--- config.mk ---
export PLATFORM = sky130hd
export DESIGN_NAME = exec_unit
export DESIGN_NICKNAME = d
export VERILOG_FILES = /design/src/rtl/exec_pkg.sv /design/src/rtl/mul8_seq.sv /design/src/rtl/exec_unit.sv
export SDC_FILE = /design/constraint.sdc
export NUM_CORES = 1
export LEC_CHECK = 0
export ABC_CLOCK_PERIOD_IN_PS = 4400
export CAP_MARGIN = 40
export CORE_MARGIN = 10
export CORE_UTILIZATION = 35
export CTS_CLUSTER_DIAMETER = 30
export DETAILED_ROUTE_END_ITERATION = 7
export GPL_TIMING_DRIVEN = 0
export REMOVE_ABC_BUFFERS = 1
export SYNTH_ARGS = -nofsm -noshare
export SYNTH_HDL_FRONTEND = slang
export SYNTH_SLANG_ARGS = --single-unit
--- constraint.sdc ---
create_clock -name clk -period 4.4 [get_ports clk]
set_clock_uncertainty 0.15 [all_clocks]
set_input_delay 0.44 -clock clk [delete_from_list [all_inputs] [get_ports clk]]
set_output_delay 0.44 -clock clk [all_outputs]
set_load 0.03 [all_outputs]
--- src/rtl/exec_pkg.sv ---
// Shared opcodes, FSM state encoding and flag bit positions for the execute/writeback stage.
package exec_pkg;

    localparam logic [3:0] OP_ADD = 4'd0;
    localparam logic [3:0] OP_SUB = 4'd1;
    localparam logic [3:0] OP_AND = 4'd2;
    localparam logic [3:0] OP_OR  = 4'd3;
    localparam logic [3:0] OP_XOR = 4'd4;
    localparam logic [3:0] OP_SHL = 4'd5;
    localparam logic [3:0] OP_SHR = 4'd6;
    localparam logic [3:0] OP_MOV = 4'd7;
    localparam logic [3:0] OP_MUL = 4'd8;
    localparam logic [3:0] OP_CMP = 4'd9;

    typedef enum logic [2:0] {IDLE, ISSUE, OPER, MUL, WB} state_e;

    localparam int unsigned FLAG_Z = 0;
    localparam int unsigned FLAG_C = 1;
    localparam int unsigned FLAG_N = 2;

    function automatic logic op_legal(input logic [3:0] op);
        return op <= OP_CMP;
    endfunction

endpackage

--- src/rtl/mul8_seq.sv ---
// 8x8 shift-add multiplier: one partial product per cycle, done pulses on the 8th iteration.
module mul8_seq (
    input  logic        clk,
    input  logic        rst,
    input  logic        start,
    input  logic [7:0]  a,
    input  logic [7:0]  b,
    output logic [15:0] prod,
    output logic        done
);

    logic [15:0] acc_q, mcand_q, addend, sum;
    logic [7:0]  mplier_q;
    logic [2:0]  cnt_q;
    logic        busy_q;

    // prod includes the current partial product so it is complete while done is high
    always_comb begin
        addend = mplier_q[0] ? mcand_q : 16'd0;
        sum    = acc_q + addend;
        prod   = sum;
        done   = busy_q && (cnt_q == 3'd7);
    end

    always_ff @(posedge clk) begin
        if (rst) begin
            acc_q    <= '0;
            mcand_q  <= '0;
            mplier_q <= '0;
            cnt_q    <= '0;
            busy_q   <= 1'b0;
        end else if (start) begin
            acc_q    <= '0;
            mcand_q  <= {8'd0, a};
            mplier_q <= b;
            cnt_q    <= '0;
            busy_q   <= 1'b1;
        end else if (busy_q) begin
            acc_q    <= sum;
            mcand_q  <= {mcand_q[14:0], 1'b0};
            mplier_q <= {1'b0, mplier_q[7:1]};
            cnt_q    <= cnt_q + 3'd1;
            if (cnt_q == 3'd7) begin
                busy_q <= 1'b0;
            end
        end
    end

endmodule

--- src/rtl/exec_unit.sv ---
// Execute/writeback stage: issues register reads, runs the ALU or sequential multiply,
// and writes the result back through the shared register-file port A.
module exec_unit
    import exec_pkg::*;
#(
    parameter int unsigned DW = 8,
    parameter int unsigned AW = 6
) (
    input  logic          clk,
    input  logic          rst,
    input  logic          in_valid,
    output logic          in_ready,
    input  logic [3:0]    op,
    input  logic [AW-1:0] src_a,
    input  logic [AW-1:0] src_b,
    input  logic [AW-1:0] dst,
    input  logic          use_imm,
    input  logic [DW-1:0] imm,
    output logic [AW-1:0] aa,
    output logic [AW-1:0] ab,
    output logic [AW-1:0] ad,
    output logic          wr,
    output logic [DW-1:0] rd,
    input  logic [DW-1:0] ra,
    input  logic [DW-1:0] rb,
    output logic [2:0]    flags,
    output logic [DW-1:0] mul_hi,
    output logic          done,
    output logic          err
);

    state_e        state_q, state_d;
    logic [3:0]    op_q;
    logic [AW-1:0] dst_q, aa_q, ab_q;
    logic          use_imm_q;
    logic [DW-1:0] imm_q, rd_q, mul_hi_q;
    logic [2:0]    flags_q;

    logic [DW-1:0] opa, opb, alu_res;
    logic [DW:0]   alu_wide;
    logic [2:0]    alu_flags, mul_flags;
    logic          mul_start, mul_done;
    logic [15:0]   mul_prod;

    // Operands are only meaningful in OPER; ra is never looked at in any other state
    always_comb begin
        opa      = ra;
        opb      = use_imm_q ? imm_q : rb;
        alu_wide = '0;
        case (op_q)
            OP_ADD:         alu_wide = {1'b0, opa} + {1'b0, opb};
            OP_SUB, OP_CMP: alu_wide = {1'b0, opa} - {1'b0, opb};
            OP_AND:         alu_wide = {1'b0, opa & opb};
            OP_OR:          alu_wide = {1'b0, opa | opb};
            OP_XOR:         alu_wide = {1'b0, opa ^ opb};
            OP_SHL:         alu_wide = {opa, 1'b0};
            OP_SHR:         alu_wide = {opa[0], 1'b0, opa[DW-1:1]};
            OP_MOV:         alu_wide = {1'b0, opb};
            default:        alu_wide = '0;
        endcase
        alu_res           = alu_wide[DW-1:0];
        alu_flags         = '0;
        alu_flags[FLAG_N] = alu_res[DW-1];
        alu_flags[FLAG_C] = alu_wide[DW];
        alu_flags[FLAG_Z] = (alu_res == '0);
        mul_flags         = '0;
        mul_flags[FLAG_N] = mul_prod[7];
        mul_flags[FLAG_C] = |mul_prod[15:8];
        mul_flags[FLAG_Z] = (mul_prod[7:0] == 8'd0);
    end

    always_comb begin
        state_d   = state_q;
        mul_start = 1'b0;
        unique case (state_q)
            IDLE:  if (in_valid) state_d = ISSUE;
            ISSUE: state_d = OPER;
            OPER: begin
                if (!op_legal(op_q) || op_q == OP_CMP) begin
                    state_d = IDLE;
                end else if (op_q == OP_MUL) begin
                    mul_start = 1'b1;
                    state_d   = MUL;
                end else begin
                    state_d = WB;
                end
            end
            MUL:     if (mul_done) state_d = WB;
            WB:      state_d = IDLE;
            default: state_d = IDLE;
        endcase

        // Combinational outputs are masked during rst so nothing leaks before the reset edge
        in_ready = (state_q == IDLE) && !rst;
        wr       = (state_q == WB) && !rst;
        ad       = wr ? dst_q : '0;
        done     = !rst && ((state_q == WB) || (state_q == OPER && op_q == OP_CMP));
        err      = !rst && (state_q == OPER) && !op_legal(op_q);
        aa       = aa_q;
        ab       = ab_q;
        rd       = rd_q;
        flags    = flags_q;
        mul_hi   = mul_hi_q;
    end

    always_ff @(posedge clk) begin
        if (rst) begin
            state_q   <= IDLE;
            op_q      <= '0;
            dst_q     <= '0;
            use_imm_q <= 1'b0;
            imm_q     <= '0;
            aa_q      <= '0;
            ab_q      <= '0;
            rd_q      <= '0;
            mul_hi_q  <= '0;
            flags_q   <= '0;
        end else begin
            state_q <= state_d;
            if (state_q == IDLE && in_valid) begin
                op_q      <= op;
                dst_q     <= dst;
                use_imm_q <= use_imm;
                imm_q     <= imm;
                aa_q      <= src_a;
                ab_q      <= src_b;
            end
            if (state_q == OPER && op_legal(op_q) && op_q != OP_MUL) begin
                flags_q <= alu_flags;
                if (op_q != OP_CMP) begin
                    rd_q <= alu_res;
                end
            end
            if (state_q == MUL && mul_done) begin
                rd_q     <= mul_prod[DW-1:0];
                mul_hi_q <= mul_prod[15:8];
                flags_q  <= mul_flags;
            end
        end
    end

    mul8_seq u_mul (
        .clk   (clk),
        .rst   (rst),
        .start (mul_start),
        .a     (opa),
        .b     (opb),
        .prod  (mul_prod),
        .done  (mul_done)
    );

endmodule
==> impl_metrics.toml, run 1 <==
[outcome]
outcome = "finished clean"

[sta]
finalCritPeriodShare_pct = 91.1
setup_ws_ps = 391
fin_worst_hold_slack_ps = 300
rsz0062_at_grt = "false"
clock.fmax_mhz = 249
slew_headroom_pct = 43.4
slew_viol_final = 0
setup_viol = 0
hold_viol_final = 0
tightest_slew_ps = 847
min_period_ps = 4010

[final_layout]
num-nets-final = 906
final_cells = 1036
drive_gt1_share_pct = 5.51
final_area_um2 = 7480
regArea_um2 = 1940
n_antenna_cell = 0
fillers = 1655
multi_input_area_um2 = 3780
area_delta_synth_final_pct = 25.6

[logic_synthesis]
synth_top_area_cell = "dfxtp_1"
synth_ff_type = "dfxtp_1"
synth_edf_count = 0
synth.ff_latch_count = 97
async_flop_share_pct = 0
yosys-top-cells-area = "dfxtp_1, ha_1, mux2i_1"
yosysMostFrequentCell = "nand2_1"
yosysUniqueCellTypes = 66
syn_inst = 741
synth_seq_area_share_pct = 32.6
synth_top_area_share_pct = 32.6
synth_warnings = 0
synth_common_cells = "nand2_1, dfxtp_1, nor2_1, a21oi_1, mux2i_1"
syn_area_per_cell_um2 = 8.04
syn-cell-area_um2 = 5960

[worst_setup_path]
cpPeakStageDelay_ps = 510
slowest_stage = "dfxtp_2"
worst_setup_path_start_kind = "flop"
criticalPathCategory = "reg -> reg"
cp_common_cell = "a21oi_1"
required_ps = 4500
cp_max_fo = 9
path_cells = "mux2i_2 -> inv_1 -> nor3_1 -> a21oi_1 -> xnor2_1 -> ha_1 -> o2111ai_1 -> and3_1 -> a21oi_1 -> nor4_1 -> nor3b_2 -> nand3_1 -> o41a_1"
cp-end-kind = "flop"
critPathArrivalTime_ps = 4110

[die]
num_rows = 47
io_pins = 91
fp.dieH_um = 150
die_w_um = 150
initial_core_util_pct = 35.8
die_area_um2 = 22600
core_um2 = 16600

[placement]
placed_cells = 1020
place_area_um2 = 7130
dp_hpwl_mm = 12.4
io_buffers = 90
gp_congestion = 0.853
dp_slack_ps = -213

[global_route]
gr-total-overflow = 0
grt_usage_pct = 14.5
grt_pass1_wl_mm = 26.6
grt_max_degree = 39
grt_antenna_before_repair = 0
grt_pass1_vias = 5143

[drt]
ant_nets = 0
via_per_inst = 5.15
m1WireLength_mm = 7.53
drtPass1Iterations = 5
wl_met2_mm = 7.01
wl_per_cell_um = 15.6
wl_met3_mm = 1.39
top_layer_used = "met4"
drtIter0Drc = 328
wl_mm = 16.2
drcViolationCount = 0
num_vias = 5340

[pwr]
netSwitchingPower_mw = 0.664
p_sw_share_pct = 29.0
vdd_drop_max_v = 0.000284
p_clk_share_pct = 38.2
intPower_mw = 1.62
leakage_nw = 2.83
p_comb_share_pct = 20.9
totalPowerFinal_mw = 2.29
power_frac_seq_pct = 40.9
pwr_density_cell_nw_per_um2 = 306

[clock_tree]
numClockSinks = 97
cts_hold_buffers = 0
htreeDepth = 3
path_clk_slew_ps = 70
insertion_delay_ps = 360
cts_tree = "yes"
post_cts_buffers = 0
numCtsBuffers = 9
clock_path_buffers = 2
cts-root-buf = "clkbuf_16"

[min_path]
hold_class = "reg -> reg"

[job]
maxCapViolCount = 0
==> critical path: cells and delay by family (launching register included) <==
| kind | cells | cell delay [ps] |
|---|---|---|
| DFF | 1 | 510 |
| muxes | 1 | 450 |
| and+or+nand+nor | 5 | 1140 |
| AOI/OAI and AO/OA | 4 | 860 |
| buffers and inverters | 1 | 220 |
| xor gates and xnor gates | 1 | 160 |
| adders and majority gates | 1 | 400 |
==> final cells by class <==
class,count,share of cell area (%)
Inverter,26,1.30
Clock inverter,7,1.37
Sequential cell,97,26.0
Multi-Input combinational cell,576,50.6
Timing Repair Buffer,101,14.1
Clock buffer,9,3.01
Tap cell,220,3.68
==> what timing repair did <==
action / CTS / global route
endpoints found under the setup margin: 1 / 5
resized for setup: 1 / 7
cloned: 0 / 0
==> metal layers <==
layer  vias to the layer above  track usage [%]
met3                        16             5.22
met4                         0             5.00
li1                       2749                -
met1                      2451             18.7
met2                       124             21.7
met5                         -                0
==> power groups by stage <==
stage	sequential [mW]	clock [mW]	combinational [mW]
floorplan	0.975	0	0.268
global placement	0.958	0	0.458
detailed placement	0.955	0	0.476
CTS	0.934	0.900	0.478
global route	0.941	0.928	0.527
finish	0.935	0.874	0.479
==> registers in the layout, indices dropped and copies added (netlist names), 3 cells and up <==
register / cells
dst_q: 6
state_q: 3
mul_hi: 8
rd: 8
u_mul.acc_q: 16
op_q: 4
imm_q: 8
aa: 6
flags: 3
u_mul.mcand_q: 16
ab: 6
u_mul.cnt_q: 3
u_mul.mplier_q: 8
==> cell families after synthesis <==
logic type                 share of synthesized area, %
and+or+nand+nor                                    22.3
AOI/OAI and AO/OA                                  17.9
DFF                                                32.6
buffers and inverters                              4.39
muxes                                              9.49
adders and majority gates                          9.70
xor gates and xnor gates                           3.67
==> stage by stage <==
step	setup TNS [ps]	utilization, %
5_1_grt	0	45.0
3_3_place_gp	-41310	41.9
4_1_cts	0	44.9
2_1_floorplan	0	-
3_5_place_dp	-234	42.9
6_report	0	45.0
==> worst paths after layout <==
path	start	to	slack [ps]	cells past startpoint
worst max register to register	use_imm_q	flags[1]	390	13
worst max-delay path	use_imm_q	flags[1]	390	13
worst min-delay path	dst_q[4]	dst_q[4]	300	2
worst min register to register	dst_q[4]	dst_q[4]	300	2
==> cells in the final DEF (no fill, tap or decap), types with 8 or more instances in the layout <==
cell type,n
a211oi_1,24
clkbuf_16,9
xnor2_1,21
a31oi_1,8
dfxtp_1,95
clkdlybuf4s50_1,89
and2_1,21
inv_1,26
a21oi_1,70
nand2b_1,8
nor2_1,89
nand2_1,105
nor3_1,8
mux2i_1,48
o21ai_0,16
ha_1,43
nor2b_1,9
(Power assumes the default switching activity.)
==> run 2: changes to the inputs <==
- CTS_CLUSTER_SIZE: default -> 10
- PLACE_DENSITY: default -> 0.61
- SETUP_SLACK_MARGIN: default -> 0.3
==> run 2 against run 1 <==
Compared with the run above: wire length barely moved; count of clock-buffer cells in the layout rose by 1; largest power group unchanged; total power fell by 4.5%; critical path type unchanged; maximum frequency rose by 2.8%.
==> impl_metrics.toml, run 2 (same netlist as run 1, synthesis figures left out) <==
[worst_setup_path]
cpPeakStageDelay_ps = 720
reg2reg_setup_slack_ps = 500
rr_endpoint = "flags[2]"
critPathArrivalTime_ps = 4010
r2r-start = "op_q[0]"
path_cells = "nand2_1 -> o21ai_1 -> inv_1 -> ha_1 -> nor2b_1 -> o21ai_0 -> a21boi_0 -> o41ai_1 -> mux2i_1 -> a21oi_1 -> or2_2 -> a311oi_1"
worst_setup_path_start_kind = "flop"
criticalPathCategory = "reg -> reg"
rr_worst_depth = 12
cp-end-kind = "flop"
slowest_stage = "dfxtp_1"
cp_max_fo = 16
required_ps = 4510

[sta]
finalCritPeriodShare_pct = 88.6
min_period_ps = 3900
tightest_slew_ps = 884
hold_viol_final = 0
setup_ws_ps = 500
tns_ps = 0
clock.fmax_mhz = 256
setup_viol = 0
rsz0062_at_grt = "false"
slew_viol_final = 0
slew_headroom_pct = 41.0

[clock_tree]
insertion_delay_ps = 360
numClockSinks = 97
htreeDepth = 3
numCtsBuffers = 9
path_clk_slew_ps = 70
clock_path_buffers = 2
cts_tree = "yes"
cts-root-buf = "clkbuf_16"
cts_hold_buffers = 0

[die]
initial_core_util_pct = 35.8
num_rows = 47
die_area_um2 = 22600
die_w_um = 150
core_um2 = 16600
io_pins = 91
fp.dieH_um = 150

[placement]
dp_hpwl_mm = 12.4
io_buffers = 90
dp_slack_ps = -208
gp_congestion = 0.849

[final_layout]
area_delta_synth_final_pct = 25.2
num-nets-final = 905
final_cell_mix = "nand2_1, dfxtp_1, nor2_1, clkdlybuf4s50_1, a21oi_1"
fin_util_pct = 44.8
final_common_cell = "nand2_1"
n_antenna_cell = 0
drive_gt1_share_pct = 5.64
reg.largest.list = "u_mul.acc_q: 16 flops, u_mul.mcand_q: 16 flops"

[min_path]
hold_end = "dst_q[4]"
holdPathStages = 2
hp-start = "dst_q[4]"
hold_class = "reg -> reg"

[outcome]
outcome = "finished clean"

[drt]
drtIter0Drc = 311
wl_mm = 16.2
via_per_inst = 5.12
drcViolationCount = 0
drtPass1Iterations = 4
num_vias = 5297
ant_nets = 0
wl_per_cell_um = 15.6

[global_route]
grt_antenna_before_repair = 0
grt_pass1_vias = 5096
gr-total-overflow = 0
grt_pass1_wl_mm = 26.6
grt_max_degree = 41
grt_usage_pct = 14.5

[pwr]
totalPowerFinal_mw = 2.19
vdd_drop_max_v = 0.000162
leakage_nw = 2.79
pwr_density_cell_nw_per_um2 = 293

[job]
maxCapViolCount = 0
## run 2: cell types whose count changed in the layout (fill, tap and decap cells not counted), sizes merged
cell	delta
clkbuf	+1
bufinv	-2
buf	-2
clkdlybuf4s15	+1
clkinvlp	+1
## run 2: area by class of cell
cell class                      count  area [um^2]
Tap cell                          220          275
Inverter                           26         97.6
Clock inverter                      6         52.6
Fill cell                        1637         9180
Multi-Input combinational cell    576         3820
Timing Repair Buffer              100         1040
Sequential cell                    97         1950
Clock buffer                       10          229
## run 2: critical path, delay by kind of cell, from the launching register on
family	cells	cell delay, ps
muxes	1	250
DFF	1	720
and+or+nand+nor	3	710
buffers and inverters	1	80
AOI/OAI and AO/OA	6	1640
adders and majority gates	1	270
## run 2: routing by layer
metal / part of all wire (%) / GRT usage [%] / routed length [um] / up-vias
met1: 47 / 18.7 / 7560 / 2425
met5: 0 / 0 / 0 / -
met4: 1.3 / 4.96 / 215 / 0
li1: - / - / - / 2754
met2: 44 / 22.0 / 7120 / 105
met3: 8.0 / 5.10 / 1290 / 13
## run 2: stage by stage
step / cell area [um^2] / instances / hold WS (ps)
after floorplan: 5790 / 699 / 276
after global placement: 6970 / 1009 / 290
after detailed placement: 7120 / 1019 / 294
after CTS: 7420 / 1035 / 304
after global routing: 7460 / 1035 / 316
final: 7460 / 1035 / 301
## run 2: power breakdown
group,switching [mW],internal (mW)
sequential,0.0327,0.905
combinational,0.267,0.218
clock,0.369,0.393
total,0.669,1.52
## run 2: worst max path at each step
stage / startpoint / endpoint / cells past startpoint
4_1_cts: use_imm_q / flags[1] / 13
3_3_place_gp: rst / done / 4
2_1_floorplan: u_mul.busy_q / flags[0] / 5
3_5_place_dp: rb[2] / flags[1] / 14
6_report: op_q[0] / flags[2] / 12
5_1_grt: op_q[0] / rd[7] / 12
## run 2: timing repair
item,CTS,global route
buffers inserted,0,0
gates cloned,0,0
resized for setup,7,8
endpoints found under the setup margin,5,5
==> run 3: changes to the inputs <==
- ABC_CLOCK_PERIOD_IN_PS: 4400 -> 3910
- RECOVER_POWER: default -> 100
- SKIP_LAST_GASP: default -> 1
- clock period: 4.4 -> 3.91 ns (I/O delays scaled with it)
==> run 3 against run 2 <==
Compared with the run above: clock power up 13%; register-to-register slack got worse by 210 ps; final area is 1.8% higher; count of clock-buffer cells in the layout is the same; combinational power is 20% higher; wire length grew 2.2%; non-clock buffer count increased by 13; first-iteration DRC count is 2.9% lower; sequential share of layout area down 0.45 points; hold slack worse by 0.90 ps; global-route usage rose by 0.12 points; via count increased by 1.3%; critical path type unchanged; largest power group unchanged.
==> impl_metrics.toml, run 3 (same netlist as run 1, synthesis figures left out) <==
[sta]
setup_ws_ps = 293
setup_viol = 0
slew_viol_final = 0
min_period_ps = 3620
finalCritPeriodShare_pct = 92.5
hold_viol_final = 0
tightest_slew_ps = 904
slew_headroom_pct = 39.7
clock.fmax_mhz = 276
fin_worst_hold_slack_ps = 301
rsz0062_at_grt = "true"

[worst_setup_path]
criticalPathCategory = "reg -> reg"
cp-end-kind = "flop"
critPathArrivalTime_ps = 3730
worst_setup_path_start_kind = "flop"
required_ps = 4030
cp_max_fo = 4

[pwr]
intPower_mw = 1.72
p_clk_share_pct = 34.5
power_frac_seq_pct = 42.2
netSwitchingPower_mw = 0.778
p_sw_share_pct = 31.2
vdd_drop_max_v = 0.000185
totalPowerFinal_mw = 2.50
pwr_density_cell_nw_per_um2 = 329
p_comb_share_pct = 23.3
leakage_nw = 2.96

[die]
die_area_um2 = 22600
fp.dieH_um = 150
die_w_um = 150
io_pins = 91
num_rows = 47
core_um2 = 16600
initial_core_util_pct = 35.8

[placement]
gp_congestion = 0.849
placed_cells = 1019
dp_hpwl_mm = 12.4
io_buffers = 90
place_area_um2 = 7120
dp_slack_ps = -649

[drt]
drcViolationCount = 0
num_vias = 5368
wl_per_cell_um = 15.8
ant_nets = 0
drtIter0Drc = 302
drtPass1Iterations = 5
via_per_inst = 5.12
wl_mm = 16.5

[clock_tree]
numClockSinks = 97
insertion_delay_ps = 360
cts_tree = "yes"
cts-root-buf = "clkbuf_16"
path_clk_slew_ps = 70
numCtsBuffers = 9
htreeDepth = 3
clock_path_buffers = 2

[global_route]
grt_pass1_wl_mm = 26.8
grt_max_degree = 41
grt_usage_pct = 14.6
grt_antenna_before_repair = 0
gr-total-overflow = 0
grt_pass1_vias = 5148

[final_layout]
final_common_cell = "nand2_1"
area_delta_synth_final_pct = 27.5
final_area_um2 = 7600
fillers = 1625
drive_gt1_share_pct = 7.61
reg.largest.list = "u_mul.acc_q: 16 flops, u_mul.mcand_q: 16 flops"
n_antenna_cell = 0
final_cells = 1048
num-nets-final = 918
final_cell_mix = "nand2_1, dfxtp_1, nor2_1, a21oi_1, clkdlybuf4s50_1"

[outcome]
outcome = "finished clean"

[min_path]
hold_class = "reg -> reg"

[job]
maxCapViolCount = 0
[run 3: what timing repair did]
item / CTS / global route
hold buffers: 0 / 0
pin swaps: 1 / 6
gates resized for setup: 22 / 18
setup endpoints to repair: 7 / 5
setup buffers: 1 / 12
[run 3: final cells by class]
cell class,count,area [um^2],area share [%]
Clock buffer,10,229,3.01
Tap cell,220,275,3.62
Sequential cell,97,1950,25.7
Inverter,26,100,1.32
Multi-Input combinational cell,576,3880,51.1
Timing Repair Buffer,113,1110,14.6
Clock inverter,6,52.6,0.692
[run 3: critical path, cell delays in order (launching register included)]
cell and delay (ps):
dfxtp_1 460, buf_12 150, mux2i_4 280, ha_1 270
nand2_1 90, o21ai_2 90, inv_1 70, ha_1 210
nor2b_1 140, o21ai_2 180, a21boi_2 120, o41ai_2 360
mux2i_1 250, a21oi_1 140, or2_2 320, a311oi_1 250
[run 3: final timing paths]
kind | startpoint | to | slack (ps) | cells after the start
max | use_imm_q | flags[2] | 290 | 15
min | ab[2] | ab[2] | 300 | 2
max reg2reg | use_imm_q | flags[2] | 290 | 15
min reg2reg | ab[2] | ab[2] | 300 | 2
[run 3: power by group through the flow]
stage          Clock, mW  Combinational, mW  Sequential [mW]
2_1_floorplan          0              0.301             1.10
3_3_place_gp           0              0.516             1.08
3_5_place_dp           0              0.537             1.08
4_1_cts            0.889              0.556             1.06
5_1_grt            0.922              0.637             1.06
6_report           0.862              0.582             1.05
[run 3: metal layers]
| metal | global-route usage [%] | up-vias | routed length [um] |
|---|---|---|---|
| li1 | - | 2769 | - |
| met1 | 18.8 | 2484 | 7590 |
| met2 | 22.4 | 107 | 7500 |
| met3 | 5.10 | 8 | 1330 |
| met4 | 4.86 | 0 | 123 |
| met5 | 0 | - | 0 |
[run 3: metrics by stage]
| stage | utilization, % | setup TNS [ps] |
|---|---|---|
| final | 45.6 | 0 |
| after global routing | 45.6 | 0 |
| after detailed placement | 42.8 | -2080 |
| after CTS | 45.0 | 0 |
| after global placement | 41.9 | -71720 |
| after floorplan | - | 0 |
